### src/rtl/mix_lane_serializer.sv
// Bundle-to-stream serializer: takes LANES words in one handshake, emits them one per beat,
// and folds every consumed word into a rotate/xor signature while counting finished bundles.
module mix_lane_serializer #(
    parameter int W       = 32,
    parameter int LANES   = 8,
    parameter int SIG_ROT = 5,
    parameter int CNT_W   = 16,
    localparam int IDX_W  = $clog2(LANES)
) (
    input  logic               clk,
    input  logic               rst,
    input  logic               in_valid,
    output logic               in_ready,
    input  logic [LANES*W-1:0] in_data,
    output logic               out_valid,
    input  logic               out_ready,
    output logic [W-1:0]       out_data,
    output logic [IDX_W-1:0]   out_lane,
    output logic               out_last,
    output logic [W-1:0]       sig,
    output logic [CNT_W-1:0]   bundle_cnt,
    output logic               busy
);

    typedef enum logic {IDLE = 1'b0, SHIFT = 1'b1} state_t;

    state_t                    r_state, w_state_nxt;
    logic [LANES-1:0][W-1:0]   r_buf;
    logic [IDX_W-1:0]          r_idx;
    logic [W-1:0]              r_sig;
    logic [CNT_W-1:0]          r_cnt;

    logic                      w_last;
    logic                      w_take;
    logic                      w_load;
    logic [W-1:0]              w_sig_nxt;

    // Handshake decode depends only on state, idx and out_ready, never on in_data.
    always_comb begin
        w_last      = (r_idx == IDX_W'(LANES - 1));
        w_take      = (r_state == SHIFT) && out_ready;
        in_ready    = (r_state == IDLE) || (w_take && w_last);
        w_load      = in_valid && in_ready;
        w_state_nxt = r_state;
        case (r_state)
            IDLE:    if (in_valid) w_state_nxt = SHIFT;
            SHIFT:   if (w_take && w_last) w_state_nxt = in_valid ? SHIFT : IDLE;
            default: w_state_nxt = IDLE;
        endcase
    end

    assign out_valid  = (r_state == SHIFT);
    assign busy       = (r_state == SHIFT);
    assign out_data   = r_buf[r_idx];
    assign out_lane   = r_idx;
    assign out_last   = w_last;
    assign sig        = r_sig;
    assign bundle_cnt = r_cnt;
    assign w_sig_nxt  = {r_sig[W-SIG_ROT-1:0], r_sig[W-1:W-SIG_ROT]} ^ out_data;

    always_ff @(posedge clk) begin
        if (rst) begin
            r_state <= IDLE;
            r_buf   <= '0;
            r_idx   <= '0;
            r_sig   <= '0;
            r_cnt   <= '0;
        end else begin
            r_state <= w_state_nxt;
            if (w_load) begin
                r_buf <= in_data;
                r_idx <= '0;
            end else if (w_take) begin
                // Wraps to 0 after the last lane since LANES is a power of two.
                r_idx <= r_idx + 1'b1;
            end
            if (w_take) begin
                r_sig <= w_sig_nxt;
                if (w_last) r_cnt <= r_cnt + 1'b1;
            end
        end
    end

endmodule

### config.mk
export PLATFORM = sky130hd
export DESIGN_NAME = mix_lane_serializer
export DESIGN_NICKNAME = d
export VERILOG_FILES = /design/src/rtl/mix_lane_serializer.sv
export SDC_FILE = /design/constraint.sdc
export NUM_CORES = 1
export LEC_CHECK = 0
export BUFFER_PORTS_ARGS = -buffer_cell sky130_fd_sc_hd__buf_4
export CORE_ASPECT_RATIO = 0.5
export CORE_UTILIZATION = 42
export CTS_CLUSTER_DIAMETER = 80
export DETAILED_ROUTE_END_ITERATION = 8
export PLACE_DENSITY = 0.66
export SYNTH_ARGS = -nofsm -noshare
export SYNTH_HDL_FRONTEND = slang
export SYNTH_SLANG_ARGS = --single-unit
### constraint.sdc
create_clock -name clk -period 2.6 [get_ports clk]
set_input_delay 0.26 -clock clk [delete_from_list [all_inputs] [get_ports clk]]
set_output_delay 0.26 -clock clk [all_outputs]
set_load 0.02 [all_outputs]
==> metrics.md, run 1 <==
| Metric | Value |
|---|---|
| Final slew viol count | `0` |
| Fill count | `approximately 2.5k` |
| Multi-input logic area | `0.00640 mm2` |
| Final hold vios | `0` |
| Period utilisation layout | `99.1%` |
| Row cnt | `45` |
| Tightest Pin Transition | `roughly 0.68 ns` |
| Setup TNS Final | `0 ns` |
| CP Capture Type | `output port` |
| Worst VDD drop | `about 0.00046 V` |
| Final setup fails | `0` |
| TritonCTS Buffers | `28` |
| GRT Resource Usage Total | `between 20 and 30%` |
| CTS tree | `done` |
| Chip height | `between 100 and 150 um` |
| Root Driver | `clkbuf_16` |
| Routability cong. | `around 0.86` |
| Placed cell area | `about 0.016 mm2` |
| Leakage power | `8.13 nW` |
| DR iter-0 viols | `1252` |
| RSZ-0062 raised after global routing | `true` |
| Routed vias | `about 13k` |
| Via density | `between 5 and 6` |
| Syn Inst Count | `1504` |
| Worst R2R Path Depth | `8` |
| Pre-CTS setup slack | `approximately 0.37 ns` |
| Total I/O pin count | `approximately 350` |
| Syn Nets | `1767` |
| Register area share after synthesis | `47.0%` |
| WL final | `47400 um` |
| Avg Synthesized Cell Area | `8.73 um2` |
| CP max-delay cell | `mux4_2` |
| Post-route cell area | `around 0.020 mm2` |
| Final hold slack | `~0.022 ns` |
| Critical path class | `reg -> out` |
| Seq cells post-synth | `slightly above 300` |
| Total die area | `~0.032 mm2` |
| Hold path start | `in_data[135]` |
| Crit path launch | `out_lane[0]$_SDFFE_PP0P_` |
| DP Wirelength | `between 20000 and 30000 um` |
| R2r endpoint | `r_buf[116]$_SDFFE_PP0P_` |
| Die X | `around 250 um` |
| Skew-Pair Late Insertion Delay | `~0.56 ns` |
| Synth warn | `0` |
| Area grow syn2layout | `52.0%` |
| Max_slew headroom | `between 50% and 60%` |
| Drt pass-1 iters | `6` |
| # DRC | `0` |
| Reg clk slew, reported paths | `~0.07 ns` |
| Max_cap viols | `0` |
| Final min period | `2.58 ns` |
| Total grt overflow | `0` |
| Htree depth | `1` |
| Worst reg2reg path startpoint | `out_lane[0]$_SDFFE_PP0P_` |
| Sequential cell area | `between 0.006 and 0.007 mm2` |
| Final Non-Filler Cells | `approximately 2.5k` |
| Vias in the first global route | `12.8k` |
| Antenna viol nets, final | `0` |
| Setup slack, reg-to-reg | `0.16 ns` |
| Top_reg_cell synth | `dfxtp_1` |
| CP max FO | `16` |
| Yosys cell types | `36` |
| Core area | `0.0305 mm2` |
| Fmax | `roughly 0.39 GHz` |
| Min-delay worst type | `in -> reg` |
| DR WL/cell | `19.0 um` |
| Clk buf depth | `3` |
| Largest net degree at the start of global routing | `100` |
| Layout Utilization | `65.4%` |
| Commonest non-fill, non-tap cells in the layout | `521 x nand2_1, 347 x buf_4, 305 x dfxtp_1` |
| Worst path cell trace | `buf_16 > mux4_2 > mux2_2 > buf_4` |
| Post-synth EDFFs | `0` |
| Setup crit end | `out_data[5]` |
| Commonest non-fill, non-tap cell in the layout | `nand2_1` |
| Global-route wire length before repair | `approximately 71000 um` |
| Layout Skew | `between 0.01 and 0.015 ns` |
| Clock sink count | `308` |
| Initial antenna violation count | `3` |
| Port Buffers | `between 300 and 400` |
| Slowest stage delay, CP | `~0.57 ns` |
| Final Worst Setup Slack | `0.0235 ns` |
| Power Density | `slightly below 600 mW/mm2` |
| Total chip power | `11.8 mW` |
| Mapped Area | `between 0.01 and 0.015 mm2` |
| Crit start category | `flop` |
| Required @ worst endpoint | `2.34 ns` |
| Placed Cells | `2180` |
| Worst EP arrival | `around 2.3 ns` |
| Synth async-reset ratio | `0%` |
| Final-stage net count | `roughly 2.3k` |
| Share of cells above drive strength 1 | `25.8%` |
| Status | `finished clean` |
| Initial core utilization | `a little over two fifths` |
state kept, by name, summed over array words and instances, names as in the netlist:
| signal | cells |
|---|---|
| bundle_cnt | 16 |
| busy | 1 |
| out_lane | 3 |
| r_buf | 256 |
| sig | 32 |
logic make-up (layout without fill, tap and decap cells):
family          Yosys count  in the layout  synth area share [%]
simple gates            688            688                  22.4
other cells               0              4                     0
fa+ha+maj                 3              3                 0.286
compound gates          274            274                  10.6
mux                      98             98                  14.9
flops                   308            308                  47.0
buf+inv                 124            690                  4.33
xor+xnor                  9              9                 0.600
what timing repair did:
action | CTS | global route
buffers inserted | 4 | 0
cloned | 2 | 2
hold buffers | 253 | 0
hold endpoints to repair | 253 | 0
resized for setup | 9 | 16
setup endpoints to repair | 31 | 25
power breakdown:
group / switching [mW] / internal [mW] / total, mW
combinational: 0.880 / 0.982 / 1.86
sequential: 0.173 / 4.97 / 5.15
clock: 1.93 / 2.88 / 4.81
synthesized netlist by cell type, types with 3 or more instances:
library cell,instances,share of area (%)
nand2_1,522,15
mux4_1,5,1.0
or3_1,3,0.14
clkbuf_1,92,2.6
xor2_1,3,0.20
buf_2,17,0.65
nor2_1,40,1.1
and3_1,33,1.6
xnor2_1,6,0.40
a21oi_1,266,10
nor3_1,6,0.23
buf_1,5,0.14
buf_6,3,0.26
mux2_4,30,3.4
dfxtp_1,308,47
nand3_1,6,0.23
nand4_1,4,0.19
o31ai_1,4,0.23
mux4_2,59,10
ha_1,3,0.29
nor3b_1,32,1.8
nor4_1,33,1.6
or4_1,4,0.23
how the worst min path moves through the flow:
stage          cells past startpoint  slack (ns)                 endpoint
2_1_floorplan                      2        0.40    r_buf[0]$_SDFFE_PP0P_
3_3_place_gp                       2        0.44  r_buf[121]$_SDFFE_PP0P_
3_5_place_dp                       2        0.44   r_buf[59]$_SDFFE_PP0P_
4_1_cts                            3      0.0005  r_buf[135]$_SDFFE_PP0P_
5_1_grt                            3        0.01  r_buf[135]$_SDFFE_PP0P_
6_report                           3        0.02  r_buf[135]$_SDFFE_PP0P_
area by class of cell:
cell class | count | share of cell area, %
multi-input cells | 1072 | 32.1
clock buffers | 35 | 4.00
repair buffers | 636 | 28.9
diodes | 4 | 0.0502
clock inverters | 17 | 1.36
flip-flops and latches | 308 | 30.9
well taps | 423 | 2.65
inverters | 2 | 0.0376
critical path, delay by kind of cell (launching register included):
kind                   cells  cell delay, ns
buffers and inverters      2            0.38
DFF                        1            0.48
muxes                      2            0.88
routing by layer:
layer  wire (um)  global-route usage, %  vias to the layer above
li1            -                      -                     6226
met1       19400                   36.6                     6376
met2       22700                   47.2                      554
met3        2980                   4.36                      157
met4        2310                   13.8                        0
met5           0                      0                        -
No activity file was read; power rests on OpenSTA's default activity.
==> run 2: changes to the inputs <==
Settings changed: CORE_UTILIZATION 42 to 53, PLACE_DENSITY 0.66 to 0.8.
==> metrics.md, run 2 (same netlist as run 1, synthesis figures left out) <==
| Metric | Value |
|---|---|
| Final setup fails | `0 (unchanged)` |
| Final min period | `2.59 ns (+0.0111 ns)` |
| Drt pass-1 iters | `5 (-1)` |
| DP Wirelength | `27800 um (-4.3%)` |
| Int Power | `8.10 mW (-8.3%)` |
| Layout Utilization | `80.7% (+15 points)` |
| Worst VDD drop | `0.000468 V (+0.62%)` |
| CP delay by family, top | `multiplexers` |
| Worst reg2reg path startpoint | `out_lane[1]$_SDFFE_PP0P_` |
| Htree depth | `1 (unchanged)` |
| CP max FO | `27 (+11)` |
| Routability cong. | `0.922 (+6.8%)` |
| Largest net degree at the start of global routing | `111 (+11%)` |
| Post-route cell area | `0.0195 mm2 (-2.2%)` |
| Logic pwr share | `17.0% (+1.2 points)` |
| Setup slack, reg-to-reg | `0.19 ns (+0.03 ns)` |
| Clk buf depth | `3 (unchanged)` |
| Placed cell area | `0.0160 mm2 (-0.78%)` |
| Skew-Pair Late Insertion Delay | `0.56 ns (about the same)` |
| GRT Resource Usage Total | `37.7% (+9.3 points)` |
| # DRC | `0 (unchanged)` |
| P_sw | `2.97 mW (-0.24%)` |
| Final slew viol count | `0 (unchanged)` |
| Antenna viol nets, final | `0 (unchanged)` |
| Biggest register | `r_buf` |
| Crit start category | `flop` |
| Switching share of power | `26.8% (+1.6 points)` |
| Clock sink count | `308 (unchanged)` |
| Slowest stage delay, CP | `0.53 ns (-0.04 ns)` |
| Fill count | `1421 (-42%)` |
| CP Capture Type | `output port` |
| Leakage power | `8.01 nW (-1.5%)` |
| Commonest non-fill, non-tap cell in the layout | `nand2_1` |
| Required @ worst endpoint | `2.34 ns (about the same)` |
| Reg clk slew, reported paths | `0.07 ns (about the same)` |
| Die X | `225 um (-11%)` |
| Crit path launch | `out_lane[0]$_SDFFE_PP0P_` |
| Total grt overflow | `0 (unchanged)` |
| Chip height | `113 um (-11%)` |
| Row cnt | `40 (-11%)` |
| Worst R2R Path Depth | `8 (unchanged)` |
| Total I/O pin count | `347 (unchanged)` |
| Initial core utilization | `54.3% (+11 points)` |
| Core area | `0.0242 mm2 (-21%)` |
| CTS tree | `done` |
| WL final | `50100 um (+5.7%)` |
| Placed Cells | `2094 (-3.9%)` |
| Critical Path Stages | `5 (+1)` |
| CP max-delay cell | `mux4_2` |
| DR iter-0 viols | `1690 (+35%)` |
| Period utilisation layout | `99.5% (+0.43 points)` |
| DR WL/cell | `20.9 um (+9.9%)` |
| Status | `finished clean` |
| Max_slew headroom | `48.2% (-6.8 points)` |
| Root Driver | `clkbuf_16` |
| Share of cells above drive strength 1 | `25.6% (-0.23 points)` |
| Critical path class | `reg -> out` |
| Global-route wire length before repair | `73600 um (+4.4%)` |
| Vias in the first global route | `13.3k (+3.5%)` |
| Commonest non-fill, non-tap cells in the layout | `521 x nand2_1, 365 x buf_4, 305 x dfxtp_1` |
| Routed vias | `13.9k (+4.1%)` |
| Sequential share of power | `46.5% (+2.9 points)` |
| Area grow syn2layout | `48.7%` |
| Setup crit end | `out_data[8]` |
| TritonCTS Buffers | `27 (-3.6%)` |
| Final Non-Filler Cells | `2402 (-3.8%)` |
| Power Density | `567 mW/mm2 (-4.2%)` |
| Worst EP arrival | `2.33 ns (about the same)` |
| Worst path cell trace | `buf_12 > buf_16 > mux4_2 > mux2_4 > buf_4` |
| Total chip power | `11.1 mW (-6.3%)` |
| Max reg flops | `256 (unchanged)` |
| Worst Path Buf+Inv | `3 (+1)` |
| Fmax | `0.386 GHz (-0.43%)` |
| Final hold vios | `0 (unchanged)` |
| Clock power share | `36.4% (-4.3 points)` |
| Initial antenna violation count | `5 (+2)` |
| Min-delay worst type | `in -> reg` |
| Max_cap viols | `0 (unchanged)` |
| Total die area | `0.0254 mm2 (-21%)` |
| Via density | `5.77 (+8.2%)` |
| Port Buffers | `346 (unchanged)` |
| R2r endpoint | `r_buf[130]$_SDFFE_PP0P_` |
| Final-stage net count | `2306 (-0.22%)` |
| Layout Skew | `0.0261 ns (+0.0147 ns)` |
| Tightest Pin Transition | `0.777 ns (+0.102 ns)` |
==> run 2: cell count changes in the layout (fill, tap and decap cells not counted), sizes merged <==
cell,change
buf,+5
bufinv,-5
clkbuf,-1
clkinv,+2
diode,+1
dlygate4sd3,-9
inv,-1
==> run 2: worst min-delay path by stage <==
stage | start | endpoint | cells after the start | slack [ns]
2_1_floorplan | in_data[0] | r_buf[0]$_SDFFE_PP0P_ | 2 | 0.40
3_3_place_gp | r_buf[209]$_SDFFE_PP0P_ | r_buf[209]$_SDFFE_PP0P_ | 2 | 0.44
3_5_place_dp | r_buf[129]$_SDFFE_PP0P_ | r_buf[129]$_SDFFE_PP0P_ | 2 | 0.44
4_1_cts | in_data[248] | r_buf[248]$_SDFFE_PP0P_ | 3 | 0.0004
5_1_grt | in_data[248] | r_buf[248]$_SDFFE_PP0P_ | 3 | 0.007
6_report | in_data[248] | r_buf[248]$_SDFFE_PP0P_ | 3 | 0.007
==> run 2: what timing repair did <==
| action | in CTS | in global routing |
|---|---|---|
| gates resized for setup | 4 | 2 |
| cloned | 2 | 3 |
| setup endpoints to repair | 32 | 20 |
| hold buffers | 244 | 0 |
| pin swaps | 0 | 0 |
| endpoints found under the hold margin | 244 | 0 |
| setup buffers | 4 | 3 |
==> run 2: power by group through the flow <==
stage          sequential [mW]  combinational, mW  clock [mW]
2_1_floorplan             5.22              0.770           0
3_3_place_gp              5.22               1.43           0
3_5_place_dp              5.23               1.45           0
4_1_cts                   5.13               1.77        3.98
5_1_grt                   5.17               1.99        4.24
6_report                  5.16               1.89        4.03
==> run 2: tightest hold or removal path, delay by kind of cell <==
kind	cells	cell delay (ns)
buffers and inverters	1	0.12
AO/OA/AOI/OAI	1	0.06
AND/OR/NAND/NOR	1	0.06
==> run 2: metrics by stage <==
step	hold WS (ns)	setup WS [ns]	setup TNS, ns
floorplan	0.396	0.278	0
global placement	0.438	0.390	0
detailed placement	0.443	0.344	0
CTS	0.000397	0.0124	0
global route	0.00670	-0.0117	-0.0182
finish	0.00657	0.0124	0
==> run 2: final cells by class <==
cell class / count / area (um2) / area share [%]
clock buffer: 34 / 722 / 3.70
clock inverter: 13 / 118 / 0.603
antenna: 5 / 12.5 / 0.0641
inverter: 2 / 7.51 / 0.0385
multi-input combinational: 1072 / 6410 / 32.9
sequential: 308 / 6170 / 31.6
timing repair buffer: 632 / 5650 / 28.9
tap: 336 / 420 / 2.15
==> run 2: routing by layer <==
layer  vias up  track usage, %  wire [um]
met5         -               0          0
met4         0            20.0       3050
met3       268            9.09       5150
met2       905            61.1      23100
met1      6475            47.1      18800
li1       6215               -          -
